### src/rtl/fmr_pkg.sv
// Shared types and constants for the five-lane modular-redundancy front end.
package fmr_pkg;

    localparam int FMR_LANES = 5;

    typedef enum logic [1:0] {
        FLIP   = 2'b00,
        STUCK0 = 2'b01,
        STUCK1 = 2'b10,
        RSVD   = 2'b11
    } inj_mode_t;

    typedef enum logic [1:0] {
        IDLE   = 2'b00,
        INJECT = 2'b01,
        DONE   = 2'b10
    } inj_state_t;

    typedef logic [2:0] lane_idx_t;

endpackage

### src/rtl/fmr_replicator_if.sv
// Data and injection-control bundle of the replicator; master drives requests, slave is the block.
interface fmr_replicator_if
    import fmr_pkg::*;
#(
    parameter int INJ_LEN_W = 8
);
    logic                 din;
    logic                 din_valid;
    logic                 inj_start;
    lane_idx_t            inj_lane;
    logic [1:0]           inj_mode;
    logic [INJ_LEN_W-1:0] inj_len;
    logic                 a;
    logic                 b;
    logic                 c;
    logic                 d;
    logic                 e;
    logic                 lane_valid;
    logic                 inj_busy;
    logic                 inj_done;
    logic                 inj_err;

    modport master (
        output din, din_valid, inj_start, inj_lane, inj_mode, inj_len,
        input  a, b, c, d, e, lane_valid, inj_busy, inj_done, inj_err
    );

    modport slave (
        input  din, din_valid, inj_start, inj_lane, inj_mode, inj_len,
        output a, b, c, d, e, lane_valid, inj_busy, inj_done, inj_err
    );
endinterface

### src/rtl/fmr_inj_ctrl.sv
// Fault-injection controller: accepts/rejects requests, latches the target and counts corrupted beats.
module fmr_inj_ctrl
    import fmr_pkg::*;
#(
    parameter int INJ_LEN_W = 8
) (
    input  logic                 clk,
    input  logic                 rst,
    input  logic                 i_din_valid,
    input  logic                 i_inj_start,
    input  lane_idx_t            i_inj_lane,
    input  logic [1:0]           i_inj_mode,
    input  logic [INJ_LEN_W-1:0] i_inj_len,
    output logic [FMR_LANES-1:0] o_corrupt_en,
    output inj_mode_t            o_mode,
    output logic                 o_busy,
    output logic                 o_done,
    output logic                 o_err
);

    inj_state_t           r_state;
    lane_idx_t            r_lane;
    inj_mode_t            r_mode;
    logic [INJ_LEN_W-1:0] r_cnt;
    logic                 r_err;
    logic                 w_req_ok;

    assign w_req_ok = (i_inj_lane <= 3'd4) && (i_inj_mode != 2'b11) && (i_inj_len != '0);

    // FSM, latched request fields and remaining-beat counter; only beats in INJECT count down
    always_ff @(posedge clk) begin
        if (rst) begin
            r_state <= IDLE;
            r_lane  <= '0;
            r_mode  <= FLIP;
            r_cnt   <= '0;
            r_err   <= 1'b0;
        end else begin
            r_err <= i_inj_start && ((r_state != IDLE) || !w_req_ok);
            case (r_state)
                IDLE: begin
                    if (i_inj_start && w_req_ok) begin
                        r_state <= INJECT;
                        r_lane  <= i_inj_lane;
                        r_mode  <= inj_mode_t'(i_inj_mode);
                        r_cnt   <= i_inj_len;
                    end
                end
                INJECT: begin
                    if (i_din_valid) begin
                        r_cnt <= r_cnt - 1'b1;
                        if (r_cnt == INJ_LEN_W'(1)) begin
                            r_state <= DONE;
                        end
                    end
                end
                DONE: begin
                    r_state <= IDLE;
                end
                default: begin
                    r_state <= IDLE;
                end
            endcase
        end
    end

    // One-hot corrupt enable on the latched lane while an injection is running
    always_comb begin
        o_corrupt_en = '0;
        for (int i = 0; i < FMR_LANES; i++) begin
            o_corrupt_en[i] = (r_state == INJECT) && (r_lane == lane_idx_t'(i));
        end
    end

    assign o_mode = r_mode;
    assign o_busy = (r_state != IDLE);
    assign o_done = (r_state == DONE);
    assign o_err  = r_err;

endmodule

### src/rtl/fmr_replicator.sv
// Five-lane replicator with a corruption mux on each lane driven by the injection controller.
module fmr_replicator
    import fmr_pkg::*;
#(
    parameter int INJ_LEN_W = 8
) (
    input  logic              clk,
    input  logic              rst,
    fmr_replicator_if.slave   bus
);

    logic [FMR_LANES-1:0] r_lane;
    logic                 r_lane_valid;
    logic [FMR_LANES-1:0] w_corrupt_en;
    inj_mode_t            w_mode;

    function automatic logic corrupt(input logic d, input inj_mode_t m);
        case (m)
            FLIP:    corrupt = ~d;
            STUCK0:  corrupt = 1'b0;
            STUCK1:  corrupt = 1'b1;
            default: corrupt = d;
        endcase
    endfunction

    fmr_inj_ctrl #(
        .INJ_LEN_W (INJ_LEN_W)
    ) u_ctrl (
        .clk          (clk),
        .rst          (rst),
        .i_din_valid  (bus.din_valid),
        .i_inj_start  (bus.inj_start),
        .i_inj_lane   (bus.inj_lane),
        .i_inj_mode   (bus.inj_mode),
        .i_inj_len    (bus.inj_len),
        .o_corrupt_en (w_corrupt_en),
        .o_mode       (w_mode),
        .o_busy       (bus.inj_busy),
        .o_done       (bus.inj_done),
        .o_err        (bus.inj_err)
    );

    // Lane registers load din (or its corrupted form on the target lane) on every beat, hold otherwise
    always_ff @(posedge clk) begin
        if (rst) begin
            r_lane       <= '0;
            r_lane_valid <= 1'b0;
        end else begin
            r_lane_valid <= bus.din_valid;
            if (bus.din_valid) begin
                for (int i = 0; i < FMR_LANES; i++) begin
                    r_lane[i] <= w_corrupt_en[i] ? corrupt(bus.din, w_mode) : bus.din;
                end
            end
        end
    end

    assign bus.a          = r_lane[0];
    assign bus.b          = r_lane[1];
    assign bus.c          = r_lane[2];
    assign bus.d          = r_lane[3];
    assign bus.e          = r_lane[4];
    assign bus.lane_valid = r_lane_valid;

endmodule

### src/flat_wrapper.sv
// flat-port wrapper written by rule: the top's interface ports become plain ports
module fmr_replicator_flat import fmr_pkg::*;
#(
    parameter int INJ_LEN_W = 8
)
  (clk, rst, bus_din, bus_din_valid, bus_inj_start, bus_inj_lane, bus_inj_mode, bus_inj_len, bus_a, bus_b, bus_c, bus_d, bus_e, bus_lane_valid, bus_inj_busy, bus_inj_done, bus_inj_err);
  fmr_replicator_if #(.INJ_LEN_W(INJ_LEN_W)) bus_i ();
  input  logic clk;
  input  logic rst;
  input wire logic [$bits(bus_i.din)-1:0] bus_din;
  input wire logic [$bits(bus_i.din_valid)-1:0] bus_din_valid;
  input wire logic [$bits(bus_i.inj_start)-1:0] bus_inj_start;
  input wire logic [$bits(bus_i.inj_lane)-1:0] bus_inj_lane;
  input wire logic [$bits(bus_i.inj_mode)-1:0] bus_inj_mode;
  input wire logic [$bits(bus_i.inj_len)-1:0] bus_inj_len;
  output wire logic [$bits(bus_i.a)-1:0] bus_a;
  output wire logic [$bits(bus_i.b)-1:0] bus_b;
  output wire logic [$bits(bus_i.c)-1:0] bus_c;
  output wire logic [$bits(bus_i.d)-1:0] bus_d;
  output wire logic [$bits(bus_i.e)-1:0] bus_e;
  output wire logic [$bits(bus_i.lane_valid)-1:0] bus_lane_valid;
  output wire logic [$bits(bus_i.inj_busy)-1:0] bus_inj_busy;
  output wire logic [$bits(bus_i.inj_done)-1:0] bus_inj_done;
  output wire logic [$bits(bus_i.inj_err)-1:0] bus_inj_err;
  assign bus_i.din = bus_din;
  assign bus_i.din_valid = bus_din_valid;
  assign bus_i.inj_start = bus_inj_start;
  assign bus_i.inj_lane = bus_inj_lane;
  assign bus_i.inj_mode = bus_inj_mode;
  assign bus_i.inj_len = bus_inj_len;
  assign bus_a = bus_i.a;
  assign bus_b = bus_i.b;
  assign bus_c = bus_i.c;
  assign bus_d = bus_i.d;
  assign bus_e = bus_i.e;
  assign bus_lane_valid = bus_i.lane_valid;
  assign bus_inj_busy = bus_i.inj_busy;
  assign bus_inj_done = bus_i.inj_done;
  assign bus_inj_err = bus_i.inj_err;
  fmr_replicator #(.INJ_LEN_W(INJ_LEN_W)) u_core (.clk(clk), .rst(rst), .bus(bus_i));
endmodule
### config.mk
export PLATFORM = sky130hd
export DESIGN_NAME = fmr_replicator_flat
export DESIGN_NICKNAME = d
export VERILOG_FILES = /design/src/rtl/fmr_pkg.sv /design/src/rtl/fmr_replicator_if.sv /design/src/rtl/fmr_inj_ctrl.sv /design/src/rtl/fmr_replicator.sv /design/src/flat_wrapper.sv
export SDC_FILE = /design/constraint.sdc
export NUM_CORES = 1
export LEC_CHECK = 0
export BUFFER_PORTS_ARGS = -buffer_cell sky130_fd_sc_hd__buf_2
export CAP_MARGIN = 20
export CORE_MARGIN = 4
export CORE_UTILIZATION = 50
export DETAILED_ROUTE_END_ITERATION = 8
export PLACE_DENSITY = 0.85
export SLEW_MARGIN = 0
export SYNTH_ARGS = -nofsm -noshare
export SYNTH_HDL_FRONTEND = slang
export SYNTH_SLANG_ARGS = --single-unit
### constraint.sdc
create_clock -name clk -period 2.1 [get_ports clk]
set_clock_uncertainty 0.05 [all_clocks]
set_input_delay 0.105 -clock clk [delete_from_list [all_inputs] [get_ports clk]]
set_output_delay 0.105 -clock clk [all_outputs]
set_load 0.01 [all_outputs]
# Yosys cells after proc, flatten, opt, wreduce, memory -nomap -nowiden
# Index checks and enable logic that the tools add are counted.
# totals
latch_bits	0
wordCells	56
reg_bits	22
output_inout_bits	9
memories	0
ram_bits	0
mem_bits_ro	0
# classes
n_reduce_logical	20
n_div	0
shifts	0
bitwise	1
mux	13
eq_ne	13
n_mul	0
order_cmp	1
addsub	1
# ops
cell	count
$mux W8	2
$pmux W8 S2	1
$logic_and A1 B1 Y1	9
$eq A8 B1 Y1 const B	1
$ne A2 B2 Y1 const B	4
$reduce_bool A8 Y1	1
$sub A8 B1 Y8 const B	1
$eq A3 B2 Y1 const B	2
$mux W2	3
$reduce_and A3 Y1	2
$mux W1	5
$eq A2 B1 Y1 const B	2
$eq A2 B2 Y1 const B	2
$logic_not A2 Y1	2
$pmux W2 S2	1
$reduce_bool A2 Y1	2
$eq A3 B1 Y1 const B	1
$eq A3 B3 Y1 const B	1
$le A3 B3 Y1 const B	1
$logic_not A3 Y1	1
$pmux W1 S3	1
$reduce_and A2 Y1	1
$logic_not A1 Y1	1
$logic_or A1 B1 Y1	1
$not A1 Y1	1

# Logic depth before layout (Yosys ltp)
# logic_depth
ltp_word	6
depth_mapped	6
ltp_nobuf	6

# Cells and area by module
# Synthesis repeated with hierarchy kept, for this count alone.
# hier_totals
cells_unflattened	147
hier_area_um2	1213.7
# by_module_without_submodules
mod	area_each_um2	cells_each	instances
fmr_inj_ctrl	912.1	121	1
fmr_replicator	301.5	26	1

# Least setup slack after synthesis
# No wires, ideal clock.
# synth_timing
path_kind	reg2reg
start	reg u_core.u_ctrl.r_cnt[0]
end	reg u_core.u_ctrl.r_cnt[6]
slack_ns	0.579
n_path_buf	0
stages_incl_launch_ff	7
arrival_ns	1.392
setup_time_ns	0.079
path_cell_list	dfxtp_1 > inv_1 > ha_1 > nor4b_1 > nand3_1 > a21o_1 > o211ai_1
# synth_between
elab_chain_len	3
# synth_rtl
item	line	rtl
from (decl)	fmr_inj_ctrl.sv:24	logic [INJ_LEN_W-1:0] r_cnt;
from (signal assigned)	fmr_inj_ctrl.sv:46	r_cnt <= i_inj_len;
from (signal assigned)	fmr_inj_ctrl.sv:51	r_cnt <= r_cnt - 1'b1;
$sub A8 B1 Y8	fmr_inj_ctrl.sv:51	
$mux W8	fmr_inj_ctrl.sv:50	if (i_din_valid) begin
$pmux W8 S2	fmr_inj_ctrl.sv:40	case (r_state)
# Every way passes these cells. The select of a mux whose other input is x is not followed.
# A chain may end at the register's enable or synchronous reset.

# Worst setup path after layout
# layout_timing
start	in bus_inj_lane[0]
end	reg u_core.u_ctrl.r_cnt[2]
# layout_between
elab_chain_len	6
# layout_rtl
item	line	rtl
from (decl)	flat_wrapper.sv:13	input wire logic [$bits(bus_i.inj_lane)-1:0] bus_inj_lane;
$le A3 B3 Y1	fmr_inj_ctrl.sv:28	assign w_req_ok = (i_inj_lane <= 3'd4) && (i_inj_mode != 2'b11) && (i_inj_len != '0);
$logic_and A1 B1 Y1 (2 in a row)	fmr_inj_ctrl.sv:28	
$logic_and A1 B1 Y1	fmr_inj_ctrl.sv:42	if (i_inj_start && w_req_ok) begin
$ne A2 B2 Y1 (no source line)	n/a	
$reduce_and A3 Y1 (no source line)	n/a	
# Every way passes these cells.

==> run summary <==
Total power after layout: 0.000964 W
Overall track demand over capacity in global routing: 19.8%
Kind of end point of the critical path: flop
Grt met1 use: 25.1%
Share of total power in combinational logic: 26.6%
Number of global-route vias before repair: 1207
Maximum number of pins on one net before global-route repair: 25
Number of endpoints failing setup at the final stage: 0
Core outline area: 2450 sq um
GR Overflow Total: 0
Fin nets: 201
Via density per instance: 6.30
Number of synthesized flops with an enable pin: 0
Worst IR drop on VDD: 443 uV
Cell types occupying the most area after synthesis: dfxtp_1 34%, mux2i_1 6.3%, nand3_1 3.9%, nor2_1 3.8%, a21oi_1 3.1%
Switching power total: 0.000299 W
Max Freq: 0.518 GHz
Shortest period the worst path allows: 1.93 ns
WHS Path Cells: 3
Clock tree from TritonCTS: done
Non-filler instance count after layout: 210
Num ports: 27
Post-synth top cells: 22 x dfxtp_1, 13 x nor2_1, 10 x nand3_1, 9 x inv_1
Antenna violations before repair: 0
Count of yosys warnings during synthesis: 0
Portion of total power attributed to the clock network: 24.1%
Switching share of total power: 31.0%
Maximum buffer depth of the clock tree: 2
Primary flip-flop cell chosen by synthesis mapping: dfxtp_1
Syn Std Cell Area: 1280 sq um
Floorplan die height: 58.6 microns
Critical Path Start Type: input port
Total DRC errors in the routed layout: 0
Leakage: 0.600 nW
Insertion delay to the later sink of the worst-skew pair: 0.30 ns
Unrepaired setup endpoints after global routing: false
Cell at the root of the clock tree: clkbuf_4
Post-synthesis cell type count: 43
Routed wire length per instance: 15.8 microns
Area leader, netlist: dfxtp_1
DR iter-0 viols: 75
Met3 track demand over resource: 2.63%
Placed Cells incl. Taps: 203
Worst slew margin relative to its limit: 61.9%
Routed WL: 3310 microns
Most common cell in the netlist: dfxtp_1
Crit share post-route: 91.9%
Number of sinks handled by clock tree synthesis: 22
Area of the die: 3440 sq um
Result of the run: completed
Sequential element share of the synthesized area: 34.4%
Number of rows in the core area: 18
Diodes inserted: 0
TNS Setup: 0 ns
Global placement routability congestion: 0.876
Post-synth top area share: 34.4%
Worst path slowest cell: dlygate4sd3_1
Met2 GRT Util: 32.7%
Deepest level of the CTS H-tree: 1
Port buffer count: 26
Transition time at the pin with the least slew margin: 0.564 ns
Post-CTS sizing: 0
Post-Synthesis Cells: 151
Share of post-route cells with drive strength above 1: 23.3%
1st-pass router iterations: 4
Power per Cell Area: 644 nW/um^2
Req. time, crit path: 2.29 ns
Final core area utilization: 61.0%
Post-Synthesis Net Count: 171
Biggest fanout along the worst timing path: 12
Path depth of the worst reg2reg path: 4
Cell-internal power: 0.000665 W
Ys async rst share: 0%
Global-route wire length before repair: 5250 microns
Remaining antenna violation count: 0
Reg clk slew, reported paths: 0.12 ns
Arrival time at the worst endpoint: 2.12 ns
Min-Delay Path Class: in2reg
Relative contribution of sequential cells to total power: 49.3%
Starting density of the core: 52.2%
Clock buffers created by TritonCTS: 3
Max-cap violations: 0
Area growth from synthesis to layout: 16.9%
Cell-by-cell trace of the critical path: dlygate4sd3_1 -> buf_2 -> o21ai_0 -> nand3_1 -> o32a_1 -> a21oi_1
Hold Violations, Final: 0
Average instance area after synthesis: 8.48 sq um
Top Usage Layer GRT: met2
Vias: 1322
Worst setup path class: in2reg
Largest stage delay on the critical path: 0.53 ns
Number of max-slew violations in the final report: 0
Yosys reg bits: 22
Die outline width: 58.6 microns
Post-detailed-placement half-perimeter wirelength: 2440 microns
-- power by group through the flow --
stage	Combinational (W)	Sequential (W)	Clock, W
after floorplan	0.000165	0.000485	0
after CTS	0.000254	0.000474	0.000243
after detailed placement	0.000249	0.000483	0
after global routing	0.000285	0.000479	0.000259
after global placement	0.000242	0.000481	0
final	0.000257	0.000475	0.000233
-- placed cells by master, fill, tap and decap left out, types with 3 or more instances in the layout --
master / n
a211oi_1: 5
a21o_1: 3
a21oi_1: 8
a31oi_1: 4
buf_2: 26
buf_4: 5
clkbuf_4: 3
dfxtp_1: 22
dlygate4sd3_1: 3
inv_1: 9
mux2i_1: 8
nand2_1: 3
nand3_1: 10
nand4_1: 4
nor2_1: 13
nor2b_1: 4
nor3_1: 6
nor4b_1: 3
o2111ai_1: 4
o211ai_1: 3
o21ai_0: 6
-- final timing paths --
path | startpoint | to | slack, ns
setup / recovery | bus_inj_lane[0] | u_core.u_ctrl.r_cnt[2] | 0.17
setup reg to reg | u_core.u_ctrl.r_state[0] | u_core.u_ctrl.r_cnt[2] | 0.27
hold reg to reg | u_core.r_lane[1] | u_core.r_lane[1] | 0.44
hold / removal | bus_inj_mode[1] | u_core.u_ctrl.o_mode[1] | 0.03
-- area by class of cell --
class | count | area, sq um
inverter | 9 | 33.8
timing repair buffer | 34 | 198
multi-input combinational | 111 | 752
tap | 30 | 37.5
clock buffer | 4 | 36.3
sequential | 22 | 440
fill | 231 | 957
-- repair_timing --
item / CTS / global route
endpoints found under the hold margin: 3 / 0
setup buffers: 0 / 0
hold buffers: 3 / 0
-- through the flow --
step | cell area, sq um | worst slack, ns | hold slack [ns]
2_1_floorplan | 1280 | 0.579 | 0.167
3_3_place_gp | 1430 | 0.382 | 0.310
3_5_place_dp | 1430 | 0.331 | 0.317
4_1_cts | 1500 | 0.212 | 0.0207
5_1_grt | 1500 | 0.139 | 0.0102
6_report | 1500 | 0.170 | 0.0258
-- sequential cells by signal, indices dropped and copies added (netlist names) --
register               cells
u_core.bus.lane_valid      1
u_core.u_ctrl.o_err        1
u_core.u_ctrl.r_state      2
u_core.u_ctrl.r_cnt        8
u_core.u_ctrl.r_lane       3
u_core.r_lane              5
u_core.u_ctrl.o_mode       2
-- critical path: cells and delay by family --
family | cells | cell delay [ns]
AND/OR/NAND/NOR | 1 | 0.42
AO/OA/AOI/OAI | 3 | 0.95
buffers and inverters | 2 | 0.66
-- routing by layer --
metal	part of all wire, %	routed length, microns
met1	43	1410
met5	0	0
met3	7.6	253
met2	48	1600
met4	1.3	42
-- cells by family after synthesis --
kind of cell             count (synthesis)  synth area share [%]
AO/OA/AOI/OAI                           44                  24.9
buffers and inverters                   18                  6.93
adder cells (fa/ha/maj)                  2                  1.95
flip-flops                              22                  34.4
AND/OR/NAND/NOR                         56                  24.7
multiplexers                             9                  7.13
No activity file was read; power rests on OpenSTA's default activity.
